<file path="config.mk">
export PLATFORM = sky130hd
export DESIGN_NAME = reorder_buffer
export DESIGN_NICKNAME = d
export VERILOG_FILES = /design/src/rtl/reorder_buffer.sv
export SDC_FILE = /design/constraint.sdc
export NUM_CORES = 1
export LEC_CHECK = 0
export BUFFER_PORTS_ARGS = -buffer_cell sky130_fd_sc_hd__buf_2
export CORE_AREA = 3 3 134 188
export DETAILED_ROUTE_END_ITERATION = 6
export DIE_AREA = 0 0 137 191
export MAX_ROUTING_LAYER = met4
export PLACE_DENSITY = 0.77
export SLEW_MARGIN = 20
export SYNTH_ARGS = -nofsm -noshare
export SYNTH_HDL_FRONTEND = slang
export SYNTH_SLANG_ARGS = --single-unit
export TNS_END_PERCENT = 50
</file>
<file path="constraint.sdc">
create_clock -name clk_i -period 9.01 [get_ports clk_i]
set_input_delay 1.802 -clock clk_i [delete_from_list [all_inputs] [get_ports clk_i]]
set_output_delay 1.802 -clock clk_i [all_outputs]
set_load 0.02 [all_outputs]
</file>
<file path="src/rtl/reorder_buffer.sv">
// In-order retirement buffer feeding the register file's single write port.
// Optional commit counter (commit_cnt_o) enabled by defining ROB_COMMIT_CNT_EN.
module reorder_buffer #(
  parameter int WIDTH = 32,
  parameter int DEPTH = 8,
  parameter int TAG_W = 3
) (
  input  logic             clk_i,
  input  logic             reset_i,
  input  logic             flush_i,
  input  logic             alloc_valid_i,
  input  logic [4:0]       alloc_rd_i,
  output logic             alloc_ready_o,
  output logic [TAG_W-1:0] alloc_tag_o,
  input  logic             cmpl_valid_i,
  input  logic [TAG_W-1:0] cmpl_tag_i,
  input  logic [WIDTH-1:0] cmpl_data_i,
  output logic             rf_w_en_o,
  output logic [4:0]       rf_rd_addr_o,
  output logic [WIDTH-1:0] rf_w_data_o,
  output logic             empty_o
`ifdef ROB_COMMIT_CNT_EN
  ,
  output logic [31:0]      commit_cnt_o
`endif
);

  localparam logic [TAG_W:0] PTR_ONE = {{TAG_W{1'b0}}, 1'b1};

  logic [DEPTH-1:0] valid_q, valid_d;
  logic [DEPTH-1:0] done_q, done_d;
  logic [4:0]       rd_q   [DEPTH];
  logic [WIDTH-1:0] data_q [DEPTH];
  logic [TAG_W:0]   head_q, head_d;
  logic [TAG_W:0]   tail_q, tail_d;
  logic             rf_w_en_q, rf_w_en_d;
  logic [4:0]       rf_rd_addr_q, rf_rd_addr_d;
  logic [WIDTH-1:0] rf_w_data_q, rf_w_data_d;

  logic [TAG_W-1:0] head_idx, tail_idx;
  logic             full, alloc_fire, cmpl_fire, commit_fire;

  assign head_idx = head_q[TAG_W-1:0];
  assign tail_idx = tail_q[TAG_W-1:0];

  // Same index with differing wrap bits means every slot is occupied.
  assign full        = (head_idx == tail_idx) && (head_q[TAG_W] != tail_q[TAG_W]);
  assign alloc_fire  = alloc_valid_i && !full;
  assign cmpl_fire   = cmpl_valid_i && valid_q[cmpl_tag_i];
  assign commit_fire = valid_q[head_idx] && done_q[head_idx];

  always_comb begin
    valid_d      = valid_q;
    done_d       = done_q;
    head_d       = head_q;
    tail_d       = tail_q;
    rf_w_en_d    = 1'b0;
    rf_rd_addr_d = rf_rd_addr_q;
    rf_w_data_d  = rf_w_data_q;
    if (flush_i) begin
      valid_d = '0;
      done_d  = '0;
      head_d  = '0;
      tail_d  = '0;
    end else begin
      if (cmpl_fire) begin
        done_d[cmpl_tag_i] = 1'b1;
      end
      // Commit uses pre-edge done, so a head completed this cycle retires next cycle.
      if (commit_fire) begin
        valid_d[head_idx] = 1'b0;
        done_d[head_idx]  = 1'b0;
        head_d            = head_q + PTR_ONE;
        rf_w_en_d         = (rd_q[head_idx] != 5'd0);
        rf_rd_addr_d      = rd_q[head_idx];
        rf_w_data_d       = data_q[head_idx];
      end
      if (alloc_fire) begin
        valid_d[tail_idx] = 1'b1;
        done_d[tail_idx]  = 1'b0;
        tail_d            = tail_q + PTR_ONE;
      end
    end
  end

  always_ff @(posedge clk_i) begin
    if (reset_i) begin
      valid_q      <= '0;
      done_q       <= '0;
      head_q       <= '0;
      tail_q       <= '0;
      rf_w_en_q    <= 1'b0;
      rf_rd_addr_q <= '0;
      rf_w_data_q  <= '0;
    end else begin
      valid_q      <= valid_d;
      done_q       <= done_d;
      head_q       <= head_d;
      tail_q       <= tail_d;
      rf_w_en_q    <= rf_w_en_d;
      rf_rd_addr_q <= rf_rd_addr_d;
      rf_w_data_q  <= rf_w_data_d;
    end
  end

  // Entry payload needs no reset: it is only read while the valid bit is set.
  always_ff @(posedge clk_i) begin
    if (!flush_i && cmpl_fire) begin
      data_q[cmpl_tag_i] <= cmpl_data_i;
    end
    if (!flush_i && alloc_fire) begin
      rd_q[tail_idx] <= alloc_rd_i;
    end
  end

`ifdef ROB_COMMIT_CNT_EN
  logic [31:0] commit_cnt_q, commit_cnt_d;

  always_comb begin
    commit_cnt_d = commit_cnt_q;
    if (!flush_i && commit_fire) begin
      commit_cnt_d = commit_cnt_q + 32'd1;
    end
  end

  always_ff @(posedge clk_i) begin
    if (reset_i) begin
      commit_cnt_q <= '0;
    end else begin
      commit_cnt_q <= commit_cnt_d;
    end
  end

  assign commit_cnt_o = commit_cnt_q;
`endif

  assign alloc_ready_o = !full;
  assign alloc_tag_o   = tail_idx;
  assign empty_o       = (head_q == tail_q);
  assign rf_w_en_o     = rf_w_en_q;
  assign rf_rd_addr_o  = rf_rd_addr_q;
  assign rf_w_data_o   = rf_w_data_q;

endmodule
</file>
==> reports/qor.yml, run 1 <==
floorplanning:
  num_rows: 67
  start_util_pct: 59.1
  die_w_microns: 137
  num_io_pins: 88
  die_height_microns: 191
  core_area_sq_mm: 0.0238
  dieArea_sq_mm: 0.0262
synth:
  syn_inst: 756
  synthArstFlopShare_pct: 0
  yosysWarnings: 0
  syn-num-nets: 803
  synthTopCellsByCount: "296 x edfxtp_1, 75 x mux4_2, 65 x dfxtp_1"
  netlist.top_cell.by_area: "edfxtp_1"
  synth_cell_types: 52
  ys_seq_area_share_pct: 72.4
  synth.top_cell.area_share_pct: 63.2
  synth.avg_cell_area_sq_um: 18.6
  netlist_area_sq_mm: 0.0141
  synth_edf_count: 296
  synth_ff_type: "edfxtp_1"
  ys_ff_latch: 361
  synth_area_leaders: "edfxtp_1 63%, mux4_2 12%, dfxtp_1 9.2%"
  yosysMostFrequentCell: "edfxtp_1"
timing:
  max-slew-margin-rel_pct: 27.3
  fmax_mhz: 248
  hold_viol_final: 0
  finalWorstPathRequiredPeriod_ns: 4.04
  report.final.slew_viol_count: 0
  timing.hold.ws_ns: 0.494
  fin_skew_ns: 0.0216
  period_share_pct: 44.8
  rsz0062_at_grt: "no"
  worst-slew-pin-transition_ns: 1.09
  setup_viol: 0
  fin_setup_tns_ns: 0
setup_path:
  start_kind: "flop"
  worstSetupPathType: "reg -> out"
  crit_required_ns: 7.21
  crit_path_end_kind: "output port"
  cp.arrival_ns: 2.23
  path_max_fanout: 76
cts:
  cts.sinks: 361
  post-cts-setup-buffer-count: 0
  h-tree-depth: 2
  ctsRootBufferMaster: "clkbuf_16"
  cts_tree: "yes"
  ctsHoldBuffers: 0
  path_clk_slew_ns: 0.07
  cts.repair.resized: 0
  cts_buffers: 34
  clk_path_buf_depth: 3
  insertion_delay_ns: 0.52
drt:
  vias: 7191
  vias_per_cell: 6.07
  first_pass_iters: 5
  drtAntennaViolNets: 0
  routed_wl_mm: 29.0
  drc: 0
  drtIter0Drc: 578
  wl_per_cell_microns: 24.5
hold_path:
  hold_class: "reg -> reg"
place:
  hpwl_mm: 16.2
  routabilityCongestion: 0.827
  dp.cells: 1115
  io_buffer_count: 87
flow_run:
  cap_viol_max_count: 0
layout:
  syn_to_final_growth_pct: 13.9
  drive_gt1_share_pct: 32.0
  nets: 894
  fin_cells: 1185
power:
  cellPowerDensity_mw_per_mm2: 204
  leakagePower_nw: 5.06
  ir_worst_vdd_v: 0.000172
  finalPower_mw: 3.27
grt:
  grt_max_degree: 77
  grt_pass1_wl_mm: 44.1
  grt_overflow: 0
  first_global_vias: 7598
  track_usage_pct: 23.0
  antenna_found_initial: 2
status:
  status: "finished, final reports clean"
## flip-flops by register name, summed over array words and instances (netlist names), named ones only
register and cells:
tail_q 4, valid_q 8, head_q 4, data_q 256, done_q 8, rd_q 40, rf_rd_addr_o 5, rf_w_en_o 1
rf_w_data_o 32
## area by class of cell
type	instances	area, sq um
Sequential cell	361	10200
Fill cell	1534	7790
Multi-Input combinational cell	346	3670
Clock buffer	46	927
Timing Repair Buffer	100	653
Tap cell	310	388
Clock inverter	15	159
Inverter	4	15.0
Antenna cell	3	7.51
## cells by family after synthesis
family	Yosys count	synth area share, %
muxes	114	14.8
DFF	361	72.4
buffers and inverters	49	1.85
and+or+nand+nor	135	4.51
adders and majority gates	2	0.178
xor gates and xnor gates	8	0.498
AOI/OAI and AO/OA	87	5.71
## routing by layer
metal	up-vias	share of wire (%)	global-route usage, %
met5	-	0	-
met4	0	2.7	7.87
met3	52	5.0	3.58
met2	224	55	39.7
met1	3693	37	27.8
li1	3222	-	-
## placed cells by master, fill, tap and decap left out, drive strengths merged, types with 4 or more instances in the layout
cell | synthesis | layout
clkinv | 0 | 9
edfxtp | 296 | 296
mux2i | 34 | 34
buf | 24 | 100
nand2 | 14 | 14
a211oi | 36 | 36
o21ai | 9 | 9
a31oi | 5 | 5
mux4 | 75 | 75
nor2b | 6 | 6
xor2 | 4 | 4
xnor2 | 4 | 4
nor2 | 65 | 65
a21oi | 13 | 13
nor3 | 11 | 11
clkbuf | 21 | 46
nand2b | 9 | 9
and3 | 4 | 4
o211ai | 4 | 4
nand3 | 9 | 9
mux2 | 5 | 5
dfxtp | 65 | 65
inv | 4 | 6
## final timing paths
| path | startpoint | endpoint | slack (ns) | cells past startpoint |
|---|---|---|---|---|
| min | done_q[7]$_SDFF_PP0_ | done_q[7]$_SDFF_PP0_ | 0.49 | 2 |
| max | head_q[2]$_SDFFE_PP0N_ | alloc_ready_o | 4.97 | 3 |
| min reg2reg | done_q[7]$_SDFF_PP0_ | done_q[7]$_SDFF_PP0_ | 0.49 | 2 |
| max reg2reg | head_q[2]$_SDFFE_PP0N_ | rd_q[2][1]$_DFFE_PP_ | 5.75 | 4 |
## power by group
group          internal [mW]  switching [mW]
Sequential              1.81         0.00337
Clock                  0.792           0.606
Combinational         0.0164          0.0442
## worst max-delay path: stages, from the launching register on
cell and delay [ns]:
dfxtp_4 1.03, xnor2_1 0.25, nand4_1 0.22, buf_2 0.22
## per-stage QoR
step	utilization (%)	cell area, sq um	setup WS [ns]
floorplan	-	14100	3.71
global placement	62.0	14800	4.62
detailed placement	62.0	14800	4.45
CTS	66.6	15800	4.91
global route	67.3	16000	4.81
finish	67.3	16000	4.97
No activity file was read; power rests on OpenSTA's default activity.
==> run 2, diff against run 1 <==
- CORE_AREA: 3 3 134 188 -> 3 3 141 197
- DIE_AREA: 0 0 137 191 -> 0 0 144 200
- PLACE_DENSITY: 0.77 -> 0.73
- clock period: 9.01 -> 3.3 ns (I/O delays scaled with it)
==> reports/qor.yml, run 2 (synthesis gave the netlist of run 1 again) <==
setup_path:
  max_stage_delay_ns: 0.80
  worstSetupPathType: "reg -> out"
  crit_path_end_kind: "output port"
  slowest_stage: "dfxtp_2"
  start_kind: "flop"
  path_delay_family: "flip-flops"
  cp.depth: 3
  cp_num_buf_inv: 1
  path_max_fanout: 29
  r2r_cells: 4
  crit_required_ns: 2.64
  cp.arrival_ns: 1.96
  crit_chain: "xnor2_1 -> nand4_1 -> buf_2"
cts:
  cts_tree: "yes"
  h-tree-depth: 2
  path_clk_slew_ns: 0.06
  ctsRootBufferMaster: "clkbuf_16"
  cts_buffers: 35
  post-cts-setup-buffer-count: 0
  clk_path_buf_depth: 3
  cts.repair.resized: 0
  ctsHoldBuffers: 0
  insertion_delay_ns: 0.50
  cts.sinks: 361
place:
  dp.cells: 1144
  dp_slack_ns: 0.440
  hpwl_mm: 16.2
  place_area_sq_mm: 0.0150
  io_buffer_count: 87
  routabilityCongestion: 0.875
layout:
  final_core_utilization_pct: 61.5
  final_common_cell: "edfxtp_1"
  top_register: "data_q"
  num-fill-cells: 1797
  syn_to_final_growth_pct: 14.4
  final_cell_mix: "296 x edfxtp_1, 87 x buf_2, 75 x mux4_2"
  stdcell_area_sq_mm: 0.0161
  fin_cells: 1209
  drive_gt1_share_pct: 32.2
  largest_reg_flops: 256
  nets: 904
timing:
  period_share_pct: 79.3
  fin_setup_tns_ns: 0
  timing.hold.ws_ns: 0.434
  rsz0062_at_grt: "no"
  setup_ws_ns: 0.683
  max-slew-margin-rel_pct: 45.5
  fmax_mhz: 382
  finalWorstPathRequiredPeriod_ns: 2.62
  report.final.slew_viol_count: 0
  fin_skew_ns: 0.0112
  hold_viol_final: 0
  setup_viol: 0
  worst-slew-pin-transition_ns: 0.814
drt:
  drtIter0Drc: 473
  wl_per_cell_microns: 22.0
  vias_per_cell: 5.88
  routed_wl_mm: 26.7
  drtAntennaViolNets: 0
  drc: 0
  first_pass_iters: 5
  vias: 7113
grt:
  grt_max_degree: 65
  track_usage_pct: 19.6
  grt_overflow: 0
  antenna_found_initial: 3
  first_global_vias: 7393
  grt_pass1_wl_mm: 41.8
floorplanning:
  die_w_microns: 144
  dieArea_sq_mm: 0.0288
  num_rows: 70
  num_io_pins: 88
  die_height_microns: 200
  start_util_pct: 53.7
  core_area_sq_mm: 0.0262
hold_path:
  hold_depth: 1
  hold_class: "in -> reg"
power:
  cellPowerDensity_mw_per_mm2: 554
  leakagePower_nw: 5.10
  finalPower_mw: 8.91
  ir_worst_vdd_v: 0.000371
status:
  status: "finished, final reports clean"
flow_run:
  cap_viol_max_count: 0
[run 2: cell count changes in the layout (fill, tap and decap cells not counted)]
| cell | delta |
|---|---|
| buf_16 | -6 |
| dfxtp_4 | -1 |
| clkinv_1 | +6 |
| inv_16 | -1 |
| buf_4 | +6 |
| bufinv_16 | +1 |
| dfxtp_2 | +1 |
| clkbuf_1 | -1 |
| clkinv_4 | -1 |
| buf_12 | +9 |
| clkinv_2 | -1 |
| clkinv_8 | +1 |
| clkinvlp_4 | -2 |
| clkbuf_8 | -1 |
[run 2: final cells by class]
type | count | area [sq um] | share of cell area [%]
Clock buffer | 44 | 910 | 5.65
Timing Repair Buffer | 109 | 713 | 4.43
Inverter | 4 | 15.0 | 0.0933
Clock inverter | 18 | 179 | 1.11
Tap cell | 324 | 405 | 2.52
Multi-Input combinational cell | 346 | 3670 | 22.8
Sequential cell | 361 | 10200 | 63.3
Antenna cell | 3 | 7.51 | 0.0466
[run 2: final timing paths]
| path | start | end | slack, ns |
|---|---|---|---|
| hold / removal | cmpl_data_i[8] | data_q[5][8]$_DFFE_PP_ | 0.43 |
| setup reg to reg | head_q[2]$_SDFFE_PP0N_ | rf_w_data_o[8]$_SDFFE_PP0P_ | 0.81 |
| setup / recovery | head_q[2]$_SDFFE_PP0N_ | alloc_ready_o | 0.68 |
| hold reg to reg | done_q[7]$_SDFF_PP0_ | done_q[7]$_SDFF_PP0_ | 0.49 |
[run 2: worst register-to-register path, delay by kind of cell (launching register included)]
| family | cells | cell delay [ns] |
|---|---|---|
| AO/OA/AOI/OAI | 1 | 0.13 |
| flip-flops | 1 | 0.80 |
| multiplexers | 2 | 0.75 |
| buffers and inverters | 1 | 0.69 |
[run 2: routing by layer]
layer	wire length (microns)	vias up	track usage, %
li1	-	3241	-
met5	0	-	-
met3	1310	54	3.46
met4	751	0	6.42
met1	10500	3644	24.1
met2	14100	174	33.2
[run 2: where the power goes]
part           switching (mW)  total, mW  internal (mW)
Sequential            0.00796       4.95           4.94
Combinational           0.118      0.164         0.0461
Clock                    1.60       3.80           2.20
Total                    1.73       8.91           7.19
